$ cat src/rtl/pipeline_hazard_ctrl_pkg.sv
`default_nettype none
// ============================================================================
// Module   : pipeline_hazard_ctrl_pkg
// Purpose  : Shared pipeline definitions: controller state encoding, NOP word
//            and the default register-address width.
// Revision : 1.0 - initial release
// ============================================================================
package pipeline_hazard_ctrl_pkg;

  localparam int REG_AW = 5;

  // Instruction word loaded into IF/ID when it is flushed
  localparam logic [31:0] NOP = 32'h0000_0000;

  typedef enum logic [1:0] {
    ST_RUN      = 2'd0,
    ST_LU_STALL = 2'd1,
    ST_MEM_WAIT = 2'd2
  } state_e;

endpackage : pipeline_hazard_ctrl_pkg
`default_nettype wire

$ cat src/rtl/pipeline_hazard_ctrl_hazard_detect.sv
`default_nettype none
// ============================================================================
// Module   : hazard_detect
// Purpose  : Combinational load-use comparator. Flags when the load in ID/EX
//            writes a register the instruction in ID is about to read.
// Revision : 1.0 - initial release
// ============================================================================
module hazard_detect #(
  parameter int REG_AW = 5
) (
  input  logic              ex_mem_read,
  input  logic [REG_AW-1:0] ex_rt,
  input  logic [REG_AW-1:0] id_rs,
  input  logic [REG_AW-1:0] id_rt,
  input  logic              id_uses_rt,
  output logic              lu_hazard
);

  // Register 0 is hard-wired to zero, so a load into it never creates a hazard
  always_comb begin
    lu_hazard = ex_mem_read && (ex_rt != '0) &&
                ((ex_rt == id_rs) || (id_uses_rt && (ex_rt == id_rt)));
  end

endmodule : hazard_detect
`default_nettype wire

$ cat src/rtl/pipeline_hazard_ctrl.sv
`default_nettype none
// ============================================================================
// Module   : pipeline_hazard_ctrl
// Purpose  : Sequencing controller for the 5-stage pipeline. Decodes memory
//            wait, taken branch, jump and load-use into per-stage write
//            enables and flush/bubble controls; keeps a saturating stall
//            counter and a sticky memory-timeout error.
// Revision : 1.0 - initial release
// ============================================================================
module pipeline_hazard_ctrl #(
  parameter int REG_AW      = pipeline_hazard_ctrl_pkg::REG_AW,
  parameter int CNT_W       = 16,
  parameter int MEM_TIMEOUT = 15
) (
  input  logic              clk,
  input  logic              rst_n,
  input  logic [REG_AW-1:0] id_rs,
  input  logic [REG_AW-1:0] id_rt,
  input  logic              id_uses_rt,
  input  logic              id_jump,
  input  logic              ex_mem_read,
  input  logic [REG_AW-1:0] ex_rt,
  input  logic              mem_branch_taken,
  input  logic              mem_req,
  input  logic              mem_ready,
  output logic              pc_we,
  output logic              ifid_we,
  output logic              ifid_flush,
  output logic              idex_we,
  output logic              idex_bubble,
  output logic              exmem_we,
  output logic              exmem_flush,
  output logic              memwb_we,
  output logic [CNT_W-1:0]  stall_cnt,
  output logic              err_timeout,
  output logic [1:0]        state
);

  import pipeline_hazard_ctrl_pkg::*;

  localparam int WAIT_W = $clog2(MEM_TIMEOUT + 1);
  localparam logic [WAIT_W-1:0] WAIT_LAST = WAIT_W'(MEM_TIMEOUT - 1);

  state_e             state_q, state_d;
  logic [WAIT_W-1:0]  wait_cnt_q, wait_cnt_d;
  logic [CNT_W-1:0]   stall_cnt_q, stall_cnt_d;
  logic               err_timeout_q, err_timeout_d;
  logic               lu_hazard;
  logic               mem_wait;

  hazard_detect #(
    .REG_AW (REG_AW)
  ) u_hazard_detect (
    .ex_mem_read (ex_mem_read),
    .ex_rt       (ex_rt),
    .id_rs       (id_rs),
    .id_rt       (id_rt),
    .id_uses_rt  (id_uses_rt),
    .lu_hazard   (lu_hazard)
  );

  // Once the timeout error is latched the whole pipeline stays frozen
  assign mem_wait = err_timeout_q || (mem_req && !mem_ready);

  // Prioritised decode: mem wait > branch > jump > load-use; next state and counters
  always_comb begin
    pc_we         = 1'b1;
    ifid_we       = 1'b1;
    ifid_flush    = 1'b0;
    idex_we       = 1'b1;
    idex_bubble   = 1'b0;
    exmem_we      = 1'b1;
    exmem_flush   = 1'b0;
    memwb_we      = 1'b1;
    state_d       = ST_RUN;
    wait_cnt_d    = '0;
    err_timeout_d = err_timeout_q;

    if (mem_wait) begin
      pc_we    = 1'b0;
      ifid_we  = 1'b0;
      idex_we  = 1'b0;
      exmem_we = 1'b0;
      memwb_we = 1'b0;
      state_d  = ST_MEM_WAIT;
      if (err_timeout_q) begin
        wait_cnt_d = wait_cnt_q;
      end else begin
        wait_cnt_d = wait_cnt_q + 1'b1;
        if (wait_cnt_q == WAIT_LAST) begin
          err_timeout_d = 1'b1;
        end
      end
    end else if (mem_branch_taken) begin
      ifid_flush  = 1'b1;
      idex_bubble = 1'b1;
      exmem_flush = 1'b1;
    end else if (state_q != ST_LU_STALL) begin
      // The stall cycle itself ignores jump/load-use: the load has moved to MEM
      if (id_jump) begin
        ifid_flush = 1'b1;
      end else if (lu_hazard) begin
        pc_we       = 1'b0;
        ifid_we     = 1'b0;
        idex_bubble = 1'b1;
        state_d     = ST_LU_STALL;
      end
    end

    // Buffers load normally while reset is held
    if (!rst_n) begin
      pc_we       = 1'b1;
      ifid_we     = 1'b1;
      ifid_flush  = 1'b0;
      idex_we     = 1'b1;
      idex_bubble = 1'b0;
      exmem_we    = 1'b1;
      exmem_flush = 1'b0;
      memwb_we    = 1'b1;
    end

    stall_cnt_d = stall_cnt_q;
    if (!pc_we && (stall_cnt_q != '1)) begin
      stall_cnt_d = stall_cnt_q + 1'b1;
    end
  end

  // State, wait counter, stall counter and sticky error registers
  always_ff @(posedge clk or negedge rst_n) begin
    if (!rst_n) begin
      state_q       <= ST_RUN;
      wait_cnt_q    <= '0;
      stall_cnt_q   <= '0;
      err_timeout_q <= 1'b0;
    end else begin
      state_q       <= state_d;
      wait_cnt_q    <= wait_cnt_d;
      stall_cnt_q   <= stall_cnt_d;
      err_timeout_q <= err_timeout_d;
    end
  end

  assign stall_cnt   = stall_cnt_q;
  assign err_timeout = err_timeout_q;
  assign state       = state_q;

endmodule : pipeline_hazard_ctrl
`default_nettype wire

$ cat config.mk
export PLATFORM = sky130hd
export DESIGN_NAME = pipeline_hazard_ctrl
export DESIGN_NICKNAME = d
export VERILOG_FILES = /design/src/rtl/pipeline_hazard_ctrl_pkg.sv /design/src/rtl/pipeline_hazard_ctrl_hazard_detect.sv /design/src/rtl/pipeline_hazard_ctrl.sv
export SDC_FILE = /design/constraint.sdc
export NUM_CORES = 1
export LEC_CHECK = 0
export BUFFER_PORTS_ARGS = -buffer_cell sky130_fd_sc_hd__buf_2
export CAP_MARGIN = 0
export CORE_ASPECT_RATIO = 0.9
export CORE_UTILIZATION = 30
export CTS_CLUSTER_DIAMETER = 150
export DETAILED_ROUTE_END_ITERATION = 12
export PLACE_DENSITY = 0.56
export SLEW_MARGIN = 40
export SYNTH_ARGS = -nofsm -noshare
export SYNTH_HDL_FRONTEND = slang
export SYNTH_SLANG_ARGS = --single-unit
$ cat constraint.sdc
create_clock -name clk -period 2.15 [get_ports clk]
set_input_delay 0.1075 -clock clk [delete_from_list [all_inputs] [get_ports clk]]
set_output_delay 0.1075 -clock clk [all_outputs]
set_load 0.005 [all_outputs]
==> results of run 1 <==
[synth_stat cells (2+ instances only)]
cell | number | area (um2)
sky130_fd_sc_hd__dfrtp_1 | 23 | 576
sky130_fd_sc_hd__xnor2_1 | 15 | 131
sky130_fd_sc_hd__nor2_1 | 13 | 48.8
sky130_fd_sc_hd__xor2_1 | 12 | 105
sky130_fd_sc_hd__nand2_1 | 7 | 26.3
sky130_fd_sc_hd__and3_1 | 6 | 37.5
sky130_fd_sc_hd__nand4_1 | 5 | 31.3
sky130_fd_sc_hd__nand3_1 | 4 | 20.0
sky130_fd_sc_hd__nand3_2 | 4 | 40.0
sky130_fd_sc_hd__nor2b_1 | 4 | 25.0
sky130_fd_sc_hd__buf_4 | 3 | 22.5
sky130_fd_sc_hd__ha_1 | 3 | 37.5
sky130_fd_sc_hd__inv_1 | 3 | 11.3
sky130_fd_sc_hd__a21oi_1 | 2 | 10.0
sky130_fd_sc_hd__mux2_2 | 2 | 22.5
[metal layers]
layer,part of all wire,vias up,wire (um),GRT usage
met5,0,-,0,0
met4,0.0062,0,18,0.0147
met3,0.026,2,76,0.0351
met2,0.52,14,1520,0.245
met1,0.44,534,1280,0.152
li1,-,550,-,-
[path summary, 6_finish.rpt]
check                            startpoint  depth (start not counted)             to
setup / recovery               stall_cnt[1]                          8   stall_cnt[6]
hold reg to reg               stall_cnt[15]                          1  stall_cnt[15]
hold / removal             mem_branch_taken                          2       state[0]
setup reg to reg               stall_cnt[1]                          8   stall_cnt[6]
min in group asynchronous             rst_n                          3  wait_cnt_q[3]
max in group asynchronous             rst_n                          3  stall_cnt[14]
[final cells by class]
| type | instances | area, um2 |
|---|---|---|
| Sequential cell | 23 | 576 |
| Fill cell | 423 | 2460 |
| Inverter | 3 | 11.3 |
| Timing Repair Buffer | 56 | 300 |
| Multi-Input combinational cell | 97 | 739 |
| Clock buffer | 4 | 45.0 |
| Tap cell | 60 | 75.1 |
[repair_timing]
action / in CTS / in global routing
endpoints found under the hold margin: 23 / 0
hold buffers: 1 / 0
resized for setup: 0 / 0
[cells by family after synthesis]
family,Yosys count,synth area share
AOI/OAI and AO/OA,11,0.0759
xor gates and xnor gates,27,0.173
adders and majority gates,3,0.0274
muxes,2,0.0165
DFF,23,0.420
and+or+nand+nor,54,0.248
buffers and inverters,9,0.0393
[state kept, by name (all words and copies together) (netlist names)]
name	count
wait_cnt_q	4
err_timeout	1
state	2
stall_cnt	16
[report_power, final]
group	internal, W	switching (W)	total [W]
clock network	0.000132	0.000131	0.000263
logic	0.000130	0.000127	0.000257
registers	0.000477	0.0000418	0.000519
total	0.000738	0.000300	0.00104
[cells in the final DEF (no fill, tap or decap), drive strengths merged]
cell	n
dfrtp	23
o2111ai	1
dlygate4sd3	1
and3	7
nand2b	1
inv	3
clkbuf	4
nand3	8
or2b	1
xor2	12
and4	1
nand4b	1
o211ai	1
nor4	2
nor2b	4
a32oi	1
a21oi	2
or4	1
buf	55
nor2	13
nor3	1
mux2	2
ha	3
o21ai	3
o21bai	2
nand4	6
xnor2	15
and2	1
nand2	7
a41o	1
[metrics by stage]
stage	instances	cell area (um2)	hold slack [ns]	total power [W]	worst slack, ns
after global routing	243	1750	0.0680	0.00110	0.00595
after CTS	243	1750	0.0614	0.00105	0.142
after floorplan	129	1370	-0.188	0.000650	0.371
after detailed placement	238	1690	0.190	0.000787	0.153
after global placement	238	1690	0.177	0.000778	0.233
final	243	1750	0.0598	0.00104	0.150
==> impl_results.md, run 1 <==
- Result of the run: completed
- Critical setup path kind: reg2reg
- Startpoint class of the critical path: flip-flop
- Number of levels the H-tree was split into: 1
- Async SR Flop Fraction: 1.00
- Library cells used by synthesis: 38
- Bufs and invs on worst path: 1
- HPWL reported at the end of detailed placement: 2390 um
- Routed length per instance: approximately 12 um
- Arrival time at the worst endpoint: 2.14 ns
- RSZ-0062 raised after global routing: false
- Number of nets still failing antenna checks after routing: 0
- Required time reported for the critical path endpoint: 2.29 ns
- Antenna violations before repair: 0
- Share of the yosys chip area belonging to registers: 0.420
- Clock latency at the later pin of the worst-skew pair: 0.26 ns
- Synth-to-layout area growth: 27.6%
- Type of the most critical hold path: in2reg
- Routability Congestion: 0.755
- Via Count: 1100
- TritonCTS clock tree: built
- Largest net degree at the start of global routing: 26
- Most common flop cell mapped by yosys: sky130_fd_sc_hd__dfrtp_1
- Chip height: 66.1 um
- Setup violations, final: 0
- Number of synthesized register bits: 23
- Wire length of the first global-routing pass: 4860 um
- Leakage power of the design: 0.857 nW
- Total wire length after detailed routing: a little under 3000 um
- Clock sinks: 23
- Core box area: approximately 0.0042 mm2
- Largest fanout on the critical path: 12
- Final core utilization: 0.415
- Highest cell delay on the worst timing path: 0.43 ns
- Number of antenna repair diodes: 0
- Buffers inserted by post-CTS timing repair: 0
- Synth Warn #: 0
- Number of violations of the max-capacitance limit: 0
- Final total negative setup slack: 0 ns
- Ports placed on the boundary: 50
- Skew final: 0.00449 ns
- Number of global-route vias before repair: 1079
- Synthesized area: 0.00137 mm2
- Max-slew violations: 0
- Synthesized area divided by synthesized cell count: 10.6 um2
- Number of buffers inserted by port buffering: 49
- Initial DRC Count: 35
- Register-to-register setup slack: 0.15 ns
- Master of the slowest instance on the critical path: sky130_fd_sc_hd__dfrtp_1
- Pre-antenna DRT Iters: 4
- Total power divided by cell area: 594 mW/mm2
- Post-synth EDFFs: 0
- Buffer levels on the longest clock path: 2
- Clock-pin slew on the worst setup and hold paths: 0.08 ns
- Number of remaining DRC errors: 0
- Average via count per standard cell: 4.53
- Placement row count: 22
- Peak supply drop: 503 uV
- CTS root buf: sky130_fd_sc_hd__clkbuf_8
- Area of the die: 0.00484 mm2
- Post-Synthesis Cells: 129
- Global Route Usage Sum: 0.131
- Horiz. Die Dim: 73.2 um
- Share of cells above drive strength 1: 0.393
- Final Hold Violating Endpoints: 0
- Family of cells with the greatest summed delay on the critical path: simple AND/OR/NAND/NOR gates
- Slew margin rel.: 0.725
- Portion of the clock cycle consumed by the worst path in the final layout: 0.930
- Grt total ovfl: 0
- Initial core utilization: 0.325
- Time the worst path needs with I/O delays and setup: 2.00 ns
- Kind of end point of the critical path: flip-flop
- Transition time at the pin with the least slew margin: 0.411 ns
- Critical path cell sequence: ha_1 > and3_2 > nand3_1 > o21bai_2 > o21ai_4 > buf_4 > nand4_4 > xnor2_1
- Number of buffers created by CTS: 3
- Upper clock frequency limit: 500 MHz
- NumNets Final: 210
- Net count after synthesis: about 160
No activity file was read; power rests on OpenSTA's default activity.
==> run 2, diff against run 1 <==
clock period = 2.2 ns   (was 2.15 ns; I/O delays follow)
==> impl_results.md, run 2 (synthesis gave the netlist of run 1 again) <==
- Number of remaining DRC errors: 0
- TritonCTS clock tree: built
- Result of the run: completed
- Critical path cell sequence: ha_1 > and3_2 > nand3_1 > o21bai_2 > o21ai_4 > mux2_2
- Number of violations of the max-capacitance limit: 0
- Switch Pwr: about 0.0003 W
- Power Total: about 0.001 W
- Routability Congestion: 0.758
- Number of nets still failing antenna checks after routing: 0
- Antenna violations before repair: 0
- Via Count: 1100
- Number of buffers created by CTS: 3
- Global Route Usage Sum: 0.133
- Number of filler cells placed in the layout: ~440
- Core box area: 0.00421 mm2
- Total wire length after detailed routing: 2890 um
- Peak supply drop: 371 uV
- Ports placed on the boundary: 50
- Share of total power consumed by net switching: 0.299
- Bufs and invs on worst path: 0
- Area of all sequential standard cells: approximately 580 um2
- Wire length of the first global-routing pass: 4910 um
- Slew margin rel.: 0.670
- Number of levels the H-tree was split into: 1
- NumNets Final: 208
- Share of total power in the clock network: 0.263
- Critical setup path kind: reg2reg
- Kind of end point of the critical path: flip-flop
- Commonest non-fill, non-tap cell in the layout: sky130_fd_sc_hd__buf_2
- Internal Pwr Total: 0.000703 W
- CTS root buf: sky130_fd_sc_hd__clkbuf_8
- Buffers inserted by post-CTS timing repair: 0
- Flip-flop count of the largest register after layout: 16
- Average via count per standard cell: approximately 4.6
- Combinational share of power: 0.211
- Sequential share of power: 0.525
- Chip height: about 66 um
- Post-layout worst setup margin: 0.135 ns
- Routed length per instance: 12.0 um
- Buffer levels on the longest clock path: 2
- Setup violations, final: 0
- Footprint of the multi-input gates: 739 um2
- Largest net degree at the start of global routing: 16
- Initial DRC Count: 34
- Setup slack after placement: 0.124 ns
- Final Hold Violating Endpoints: 0
- Total power divided by cell area: approximately 580 mW/mm2
- Skew final: 0.00260 ns
- Portion of the clock cycle consumed by the worst path in the final layout: 0.938
- Final total negative setup slack: 0 ns
- Type of the most critical hold path: in2reg
- Max-slew violations: 0
- Largest fanout on the critical path: 15
- Leakage power of the design: 0.845 nW
- Clock sinks: 23
- Master of the slowest instance on the critical path: sky130_fd_sc_hd__dfrtp_1
- Area of the die: 0.00484 mm2
- Count of instances resized after the clock tree is built: 0
- Arrival time at the worst endpoint: approximately 2.2 ns
- Most frequent cells in the layout: sky130_fd_sc_hd__buf_2 (49), sky130_fd_sc_hd__dfrtp_1 (23), sky130_fd_sc_hd__xnor2_1 (15)
- Family of cells with the greatest summed delay on the critical path: compound AO/OA/AOI/OAI gates
- Time the worst path needs with I/O delays and setup: between 2 and 2.5 ns
- Startpoint class of the critical path: flip-flop
- Synth-to-layout area growth: 26.8%
- RSZ-0062 raised after global routing: false
- Clock latency at the later pin of the worst-skew pair: 0.26 ns
- Upper clock frequency limit: 484 MHz
- Transition time at the pin with the least slew margin: 0.494 ns
- Grt total ovfl: 0
- Pre-antenna DRT Iters: 4
- Required time reported for the critical path endpoint: 2.35 ns
- Number of antenna repair diodes: 0
- Hold-fix buffers, CTS: 1
- Number of buffers inserted by port buffering: 49
- Horiz. Die Dim: 73.2 um
- Number of global-route vias before repair: roughly 1100
- Placement row count: 22
- HPWL reported at the end of detailed placement: 2400 um
- Clock-pin slew on the worst setup and hold paths: about 0.080 ns
- Initial core utilization: 0.325
- Share of cells above drive strength 1: 0.392
- Highest cell delay on the worst timing path: 0.44 ns
[run 2: cell count changes in the layout (fill, tap and decap cells not counted)]
cell,before,now
sky130_fd_sc_hd__buf_4,6,4
sky130_fd_sc_hd__clkinvlp_4,0,1
sky130_fd_sc_hd__clkbuf_1,1,0
[run 2: path summary, 6_finish.rpt]
path	startpoint	endpoint	slack [ns]	cells after the start
worst max-delay path	stall_cnt[0]	stall_cnt[1]	0.14	6
worst min register to register	stall_cnt[15]	stall_cnt[15]	0.51	1
worst max register to register	stall_cnt[0]	stall_cnt[1]	0.14	6
min in group asynchronous	rst_n	state[0]	0.36	3
worst min-delay path	mem_branch_taken	state[0]	0.06	2
max in group asynchronous	rst_n	stall_cnt[1]	1.66	3
[run 2: stage by stage]
stage               hold WS, ns  instance area (um2)  cells  utilization
floorplan                -0.186                 1370    129            -
global placement          0.106                 1680    236        0.398
detailed placement        0.103                 1680    236        0.398
CTS                      0.0487                 1740    241        0.412
global route             0.0496                 1740    241        0.412
finish                   0.0589                 1740    241        0.412
[run 2: layout make-up]
cell class	instances	area share
Timing Repair Buffer	54	0.164
Clock inverter	1	0.00433
Inverter	3	0.00649
Multi-Input combinational cell	97	0.426
Tap cell	60	0.0433
Clock buffer	3	0.0238
Sequential cell	23	0.332
[run 2: per-layer routing]
metal | part of all wire | track usage
met5 | 0 | 0
met4 | 0.015 | 0.0392
met3 | 0.047 | 0.0381
met2 | 0.51 | 0.228
met1 | 0.42 | 0.160
[run 2: power groups by stage]
stage | Clock [W] | Sequential (W) | Combinational, W
after CTS | 0.000277 | 0.000528 | 0.000218
final | 0.000264 | 0.000527 | 0.000212
after detailed placement | 0 | 0.000537 | 0.000215
after floorplan | 0 | 0.000528 | 0.000107
after global placement | 0 | 0.000530 | 0.000210
after global routing | 0.000295 | 0.000537 | 0.000237
